`src/rtl/count64_pkg.sv`:
```
// Shared types and constants for the 64-bit counter reader.
`timescale 1ns/1ps
package count64_pkg;

    localparam int DEF_BUS_W = 32;
    localparam int DEF_CNT_W = 2 * DEF_BUS_W;

    localparam logic ADDR_LO = 1'b0;
    localparam logic ADDR_HI = 1'b1;

    localparam logic [DEF_CNT_W-1:0] CMP_RST = '1;

    typedef enum logic {
        ST_IDLE = 1'b0,
        ST_RESP = 1'b1
    } rd_state_t;

endpackage

```
`src/rtl/count64_cmp.sv`:
```
// Compare register pair with one-shot arming and a sticky alarm.
`timescale 1ns/1ps
module count64_cmp
    import count64_pkg::*;
#(
    parameter int BUS_W = DEF_BUS_W,
    parameter int CNT_W = DEF_CNT_W
) (
    input  logic             Clk,
    input  logic             Rst_n,
    input  logic [CNT_W-1:0] Count,
    input  logic             Cmp_Wr,
    input  logic             Cmp_Addr,
    input  logic [BUS_W-1:0] Cmp_Data,
    input  logic             Alarm_Clr,
    output logic             Alarm
);

    logic [BUS_W-1:0] cmp_stage;
    logic [CNT_W-1:0] cmp_val;
    logic             armed;
    logic             match;

    // Unsigned compare; a wrapped count simply keeps waiting.
    assign match = armed && (Count >= cmp_val);

    // LO half is staged so the active value only changes as one 64-bit commit.
    always_ff @(posedge Clk or negedge Rst_n) begin
        if (!Rst_n) begin
            cmp_stage <= '0;
            cmp_val   <= CMP_RST;
        end else if (Cmp_Wr) begin
            if (Cmp_Addr == ADDR_LO)
                cmp_stage <= Cmp_Data;
            else
                cmp_val <= {Cmp_Data, cmp_stage};
        end
    end

    // Match disarms so the alarm fires once per commit; a commit re-arms.
    always_ff @(posedge Clk or negedge Rst_n) begin
        if (!Rst_n)
            armed <= 1'b0;
        else if (Cmp_Wr && Cmp_Addr == ADDR_HI)
            armed <= 1'b1;
        else if (match)
            armed <= 1'b0;
    end

    // Sticky alarm; a simultaneous set beats the clear.
    always_ff @(posedge Clk or negedge Rst_n) begin
        if (!Rst_n)
            Alarm <= 1'b0;
        else if (match)
            Alarm <= 1'b1;
        else if (Alarm_Clr)
            Alarm <= 1'b0;
    end

endmodule

```
`src/rtl/count64_reader.sv`:
```
// Coherent two-word bus read of the 64-bit cycle counter plus compare alarm.
`timescale 1ns/1ps
module count64_reader
    import count64_pkg::*;
#(
    parameter int BUS_W = DEF_BUS_W,
    parameter int CNT_W = DEF_CNT_W
) (
    input  logic             Clk,
    input  logic             Rst_n,
    input  logic [CNT_W-1:0] Count,
    input  logic             Rd_Req,
    input  logic             Rd_Addr,
    output logic             Rd_Ready,
    output logic             Rd_Ack,
    output logic [BUS_W-1:0] Rd_Data,
    input  logic             Cmp_Wr,
    input  logic             Cmp_Addr,
    input  logic [BUS_W-1:0] Cmp_Data,
    output logic             Alarm,
    input  logic             Alarm_Clr
);

    rd_state_t        state, state_nxt;
    logic             accept;
    // Only the high half of the snapshot is ever returned later; the low
    // half goes straight to Rd_Data at snapshot time.
    logic [BUS_W-1:0] snap_hi;
    logic             hi_valid;

    // State register for the read handshake.
    always_ff @(posedge Clk or negedge Rst_n) begin
        if (!Rst_n) state <= ST_IDLE;
        else        state <= state_nxt;
    end

    // Next state and handshake outputs; requests during RESP are dropped.
    always_comb begin
        state_nxt = state;
        Rd_Ready  = 1'b0;
        Rd_Ack    = 1'b0;
        accept    = 1'b0;
        case (state)
            ST_IDLE: begin
                Rd_Ready = 1'b1;
                accept   = Rd_Req;
                if (Rd_Req) state_nxt = ST_RESP;
            end
            ST_RESP: begin
                Rd_Ack    = 1'b1;
                state_nxt = ST_IDLE;
            end
            default: state_nxt = ST_IDLE;
        endcase
    end

    // LO read snapshots; HI read uses the snapshot once, else reads live.
    always_ff @(posedge Clk or negedge Rst_n) begin
        if (!Rst_n) begin
            Rd_Data  <= '0;
            snap_hi  <= '0;
            hi_valid <= 1'b0;
        end else if (accept) begin
            if (Rd_Addr == ADDR_LO) begin
                snap_hi  <= Count[CNT_W-1:BUS_W];
                Rd_Data  <= Count[BUS_W-1:0];
                hi_valid <= 1'b1;
            end else if (hi_valid) begin
                Rd_Data  <= snap_hi;
                hi_valid <= 1'b0;
            end else begin
                snap_hi  <= Count[CNT_W-1:BUS_W];
                Rd_Data  <= Count[CNT_W-1:BUS_W];
            end
        end
    end

    count64_cmp #(.BUS_W(BUS_W), .CNT_W(CNT_W)) u_cmp (
        .Clk       (Clk),
        .Rst_n     (Rst_n),
        .Count     (Count),
        .Cmp_Wr    (Cmp_Wr),
        .Cmp_Addr  (Cmp_Addr),
        .Cmp_Data  (Cmp_Data),
        .Alarm_Clr (Alarm_Clr),
        .Alarm     (Alarm)
    );

endmodule

```
`config.mk`:
```
export PLATFORM = sky130hd
export DESIGN_NAME = count64_reader
export DESIGN_NICKNAME = d
export VERILOG_FILES = /design/src/rtl/count64_pkg.sv /design/src/rtl/count64_cmp.sv /design/src/rtl/count64_reader.sv
export SDC_FILE = /design/constraint.sdc
export NUM_CORES = 1
export LEC_CHECK = 0
export CORE_MARGIN = 3
export CORE_UTILIZATION = 41
export CTS_CLUSTER_SIZE = 8
export DETAILED_ROUTE_END_ITERATION = 10
export PLACE_DENSITY = 0.64
export SLEW_MARGIN = 20
export SYNTH_ARGS = -nofsm -noshare
export SYNTH_HDL_FRONTEND = slang
export SYNTH_SLANG_ARGS = --single-unit
```
`constraint.sdc`:
```
create_clock -name Clk -period 2.4 [get_ports Clk]
set_input_delay 0.48 -clock Clk [delete_from_list [all_inputs] [get_ports Clk]]
set_output_delay 0.48 -clock Clk [all_outputs]
set_load 0.01 [all_outputs]
```
* Word-level counts from Yosys, hierarchy flattened
Index checks and enable logic that the tools add are counted.
** Word-level totals
- Register bits after elaboration :: 164
- Latch bits :: 0
- Bits in writable memories :: 0
- ROM bits :: 0
- Input bits :: 103
- Output and inout port bits :: 35
- Memories kept :: 0
** Cells by class
- Add/subtract/negate cells :: 0
- $mul :: 0
- Div/mod/pow operators :: 0
- $lt $le $gt $ge :: 1
- Equality and inequality tests :: 0
- Shifts and indexed selects :: 0
- Muxes and demuxes :: 13
- Bitwise logic cells :: 2
- Reductions and logical operators :: 6
** Operator list (count)
- 2-to-1 mux 32 bit :: 3
- >= comparator 64 bit :: 1
- 2-to-1 mux 1 bit :: 9
- AND reduction 2 bit :: 2
- nonzero test 2 bit :: 2
- logical AND 1 bit :: 2
- inverter 1 bit :: 2
- case mux 1 bit (2 select lines) :: 1

* Longest topological paths before layout
- Depth in word-level cells :: 4
- Gate-level depth with buffers :: 9
- Mapped depth without buffers :: 9

* By module
Synthesis repeated with hierarchy kept, for this count alone.
** Unflattened totals
- Cells, all modules :: 693
- Area total of the unflattened synthesis :: 8495.6 sq um
** By module, submodules not included
- count64_cmp :: instances 1, cells each 439, area an instance 5278.8 sq um, sequential area each 2532.4 sq um
- count64_reader :: instances 1, cells each 254, area an instance 3216.8 sq um, sequential area each 1651.6 sq um

* Worst setup path after synthesis
OpenSTA, ideal clock, no wires.
- Kind :: register -> register
- Start point :: register u_cmp.cmp_val[53]
- End point :: register u_cmp.armed
- Setup time :: 149 ps
- Data arrival time :: 1959 ps
- Required time :: 2251 ps
- Setup slack :: 292 ps
- Cell stages (with the launch flop) :: 10
- Clock period less this slack :: 2108 ps
- Path through :: dfstp_2 inv_1 ha_1 nand4_1 nor3_1 and3_1 nand2_1 or3_1 o221ai_2 o21ai_0
** On the way
- Cells in the longest elaborated chain, start to end :: 3
** Ends and longest elaborated chain
- start: declaration :: RTL line count64_cmp.sv:20 : logic [CNT_W-1:0] cmp_val;
- start signal: assignment :: RTL line count64_cmp.sv:36 : cmp_val <= {Cmp_Data, cmp_stage};
- >= comparator 64 bit :: RTL line count64_cmp.sv:25 : assign match = armed && (Count >= cmp_val);
- logical AND 1 bit :: RTL line count64_cmp.sv:25
- nonzero test 2 bit (no source line)
- end signal: assignment :: RTL line count64_cmp.sv:43 : armed <= 1'b0;
- end signal: assignment :: RTL line count64_cmp.sv:45 : armed <= 1'b1;
- end signal: assignment :: RTL line count64_cmp.sv:47 : armed <= 1'b0;
- end: declaration :: RTL line count64_cmp.sv:21 : logic armed;
No other way between the ends.
A chain may end at the register's enable or synchronous reset.

* Worst setup path in the final report
- Start point :: input port Count[54]
- End point :: register u_cmp.Alarm
** On the way
- Cells in the longest elaborated chain, start to end :: 3
** Ends and longest elaborated chain
- start: declaration :: RTL line count64_reader.sv:11 : input logic [CNT_W-1:0] Count,
- >= comparator 64 bit * :: RTL line count64_cmp.sv:25
- logical AND 1 bit * :: RTL line count64_cmp.sv:25
- 2-to-1 mux 1 bit or nonzero test 2 bit (tied branches)
- end signal: assignment :: RTL line count64_cmp.sv:53 : Alarm <= 1'b0;
- end signal: assignment :: RTL line count64_cmp.sv:55 : Alarm <= 1'b1;
- end signal: assignment :: RTL line count64_cmp.sv:57 : Alarm <= 1'b0;
- end: declaration :: RTL line count64_cmp.sv:16 : output logic Alarm
Every way passes the cells marked *; elsewhere a longest branch is shown, timed or not.

==> metrics list <==
- Entering global routing, the biggest net connects 67 pins.
- Critical-path cell list: clkdlybuf4s50_1 -> ha_4 -> nand4_1 -> nor3_2 -> buf_4 -> and3_4 -> nand2_2 -> or3_4 -> o221ai_4 -> a221o_1
- Grouping stages by cell kind, the critical path spends the most delay in simple AND/OR/NAND/NOR gates.
* Library cell used as clock root buffer: clkbuf_16
- Bufs and invs on worst path: 2
- Number of nets in the final layout: between 1000 and 1500
- After layout, the design draws a total of between 8000 and 9000 uW.
* RSZ-0062 raised after global routing: true
- Data required time at the worst endpoint: 2.76 ns
- Synthesized netlist cell count: 725
* Global Route Usage Sum: 18.7%
- Post-synth design cell area: 8290 um^2
- The worst setup path is captured at a register.
- Grt ovf: 0
* CP max-delay cell: clkdlybuf4s50_1
- Number of maximum-capacitance constraint violations: 0
- On the worst path, the slowest cell contributes a delay of about 0.50 ns.
* Core Region: 19700 um^2
- STA classifies the critical path startpoint as a primary input.
- Counting flops and latches in the post-synthesis netlist gives 164.
* Unique cell type count in the Yosys netlist: 31
- The worst pin sits at a relative slew slack of 56.1%.
- The die covers 21900 um^2.
- The congestion estimate from routability-driven global placement came to 0.790.
- The hold violation total from the final report was 0.
- Estimated wirelength of the detail-placed design: about 14 mm
- The critical path in this run is classified as primary input to register.
- The tightest min-delay check is of the register to register type.
- Across the VDD grid, the largest voltage drop is 0.453 mV.
* Total number of yosys warnings: 0
- Final period demand of the worst path: roughly 2.4 ns
- Detailed routing placed a total of 9.66 mm of wire on met2.
* Maximum fanout count along the critical path: 3
* Maximum clock frequency: 0.411 GHz
* Portion of the post-synthesis area used by sequential elements: 50.5%
- In this run the deepest clock path goes through 2 buffers.
- The detailed router put a total of 9.31 mm of wire on met1.
* Via/cell ratio: 4.93
- Once the floorplan was initialized, standard cells occupied approximately 42% of the core.
- In the final layout, the share of cells above drive strength 1 is 32.6%.
- Number of nets in the synthesized netlist: 892
* Routed length on met3: 848 um
- Crit share post-route: 101%
- Pins Over Slew Limit: 0
- The die is 148 um tall.
- Std-Cell Rows: 51
- Routed vias: just under 6000
- Buffers inserted during clock tree synthesis total 17.
- The first routing iteration left 221 violations.
* Fillcell total: 1715
- Buffers placed on the I/O ports in this run total 137.
- Setup violations remaining at the end of the flow were counted as 2.
- Wire length of the first global-routing pass: approximately 32 mm
* Total power per unit cell area: approximately 770 nW/um^2
* Outcome: complete, but fails checks
- Least setup slack across all paths after layout: -0.0315 ns
- The detail route stage leaves a number of antenna-violating nets equal to 0.
- Wires add up to 20.1 mm.
* X dimension of the die: ~150 um
- The via count of the first global-routing pass is 5941.
- Uppermost routed layer: met4
- Start point of the critical path: Count[54]
* Mean instance size in the synthesized netlist: 11.4 um^2
* Static leakage: 0.00491 uW
- Setup skew after layout: between 0.01 and 0.015 ns
* Initial antenna violation count: 0
- Transition time of the tightest slew-check pin: roughly 0.66 ns
* Critical hold path startpoint: Rd_Data[6]
- The number of antenna diodes in the final layout is 0.
- Final hold slack: 0.480 ns
- Arrival time reported for the critical path endpoint: 2.79 ns
- Setup tns final: -0.0556 ns
- Violations in the final reports: negative setup slack
- The H-tree generated during clock tree synthesis spans 4 levels.
- In this run the critical register-to-register path is launched from u_cmp.cmp_val[54].
- Number of detailed-routing iterations run before antenna repair: 4
- Clock-pin slew was measured on the worst setup and hold paths at roughly 0.060 ns.
- At the later pin of the worst-skew pair, clock insertion delay measures approximately 0.42 ns.
* Routed len/inst: 17.1 um
* Area delta synth->final: 33.1%
- TritonCTS built the clock tree.
* DRC viols: 0
- Number of ports placed on the die boundary: 138
- Clock tree synthesis found a total of 164 sinks.
-- stage by stage --
stage               area, um^2  util [%]  setup WS [ns]  cells
finish                   11000      56.1        -0.0315   1176
global route             11000      56.1         -0.128   1176
CTS                      10900      55.6         0.0108   1176
detailed placement       10300      52.4         -0.567   1143
global placement         10300      52.4         -0.486   1143
floorplan                 8290         -          0.292    725
-- sequential cells by signal, summed over array words and instances (netlist names) --
| signal | count |
|---|---|
| u_cmp.cmp_val | 64 |
| u_cmp.cmp_stage | 32 |
| hi_valid | 1 |
| u_cmp.Alarm | 1 |
| Rd_Data | 32 |
| snap_hi | 32 |
| state | 1 |
| u_cmp.armed | 1 |
-- report_power, final --
part | switching [uW] | total [uW] | internal [uW]
Combinational | 951 | 2070 | 1120
Sequential | 268 | 3690 | 3420
Clock | 1120 | 2740 | 1620
-- cell usage in the layout (no fill, tap or decap), types with 2 or more instances in the layout --
| master | instances |
|---|---|
| a21oi_1 | 22 |
| clkbuf_1 | 2 |
| clkdlybuf4s50_1 | 135 |
| inv_1 | 65 |
| ha_4 | 5 |
| clkbuf_8 | 3 |
| nor2b_1 | 3 |
| nand3_1 | 4 |
| clkinvlp_4 | 2 |
| mux2_2 | 128 |
| clkinv_4 | 4 |
| bufinv_16 | 2 |
| inv_2 | 4 |
| a21oi_2 | 2 |
| clkbuf_16 | 17 |
| nand4_1 | 9 |
| o21ai_0 | 78 |
| o21ai_1 | 3 |
| mux2i_1 | 32 |
| a21o_1 | 4 |
| buf_4 | 43 |
| ha_1 | 59 |
| buf_12 | 5 |
| a211oi_1 | 3 |
| nor2_1 | 6 |
| nand2_1 | 81 |
| nand2_2 | 4 |
| dfstp_2 | 64 |
| dfrtp_1 | 99 |
-- cells by family (layout without fill, tap and decap cells) --
kind of cell / count (synthesis) / after routing / synth area share (%)
compound gates: 119 / 119 / 7.78
flops: 164 / 164 / 50.5
fa+ha+maj: 64 / 64 / 9.66
buf+inv: 101 / 287 / 4.67
simple gates: 117 / 117 / 6.13
mux: 160 / 160 / 21.3
-- worst min-delay path: stages (launching register included) --
cell	delay [ns]
dfrtp_1	0.34
nand2_1	0.05
o21ai_0	0.06
-- synthesized netlist by cell type, drive strengths merged --
| cell | count | share of area, % |
|---|---|---|
| mux2 | 128 | 17 |
| dfrtp | 100 | 30 |
| nand2 | 85 | 3.9 |
| o21ai | 81 | 4.9 |
| inv | 69 | 3.1 |
| dfstp | 64 | 20 |
| ha | 64 | 9.7 |
| mux2i | 32 | 3.9 |
| a21oi | 24 | 1.4 |
| clkbuf | 22 | 1.0 |
| buf | 10 | 0.54 |
| nand4 | 9 | 0.68 |
| nor2 | 6 | 0.27 |
| a21o | 4 | 0.36 |
| nand3 | 4 | 0.24 |
| nor2b | 4 | 0.30 |
| a211oi | 3 | 0.27 |
| a221oi | 2 | 0.21 |
| and4 | 2 | 0.21 |
| nor3 | 2 | 0.12 |
| nor4 | 2 | 0.23 |
| a2111oi | 1 | 0.11 |
| a21boi | 1 | 0.091 |
| a221o | 1 | 0.12 |
| and3 | 1 | 0.076 |
| nand2b | 1 | 0.076 |
| o211ai | 1 | 0.091 |
| o221ai | 1 | 0.18 |
| or3 | 1 | 0.076 |
-- routing by layer --
metal	global-route usage [%]	vias to the layer above
met5	0	-
met2	30.7	114
met1	25.3	2823
met4	5.22	0
met3	4.02	13
li1	-	2853
-- what timing repair did --
| action | CTS | global route |
|---|---|---|
| resized for setup | 7 | 18 |
| endpoints found under the setup margin | 2 | 2 |
| pin swaps | 6 | 10 |
| hold endpoints to repair | 5 | 0 |
| hold buffers | 1 | 0 |
| setup buffers | 1 | 0 |
-- area by class of cell --
type / instances / area (um^2) / share of cell area, %
clock buffers: 22 / 474 / 4.30
clock inverters: 10 / 124 / 1.12
inverters: 69 / 259 / 2.35
multi-input cells: 460 / 3850 / 34.9
flip-flops and latches: 164 / 4190 / 38.0
well taps: 265 / 332 / 3.01
repair buffers: 186 / 1800 / 16.3
-- path summary, 6_finish.rpt --
path / end / slack, ns / cells past startpoint
max: u_cmp.Alarm / -0.03 / 10
min: Rd_Data[6] / 0.48 / 2
max reg2reg: u_cmp.Alarm / -0.01 / 10
min reg2reg: Rd_Data[6] / 0.48 / 2
max in group asynchronous: u_cmp.cmp_val[26] / 1.06 / 3
min in group asynchronous: Rd_Data[1] / 0.56 / 2
Power figures use the tool's default switching activity.
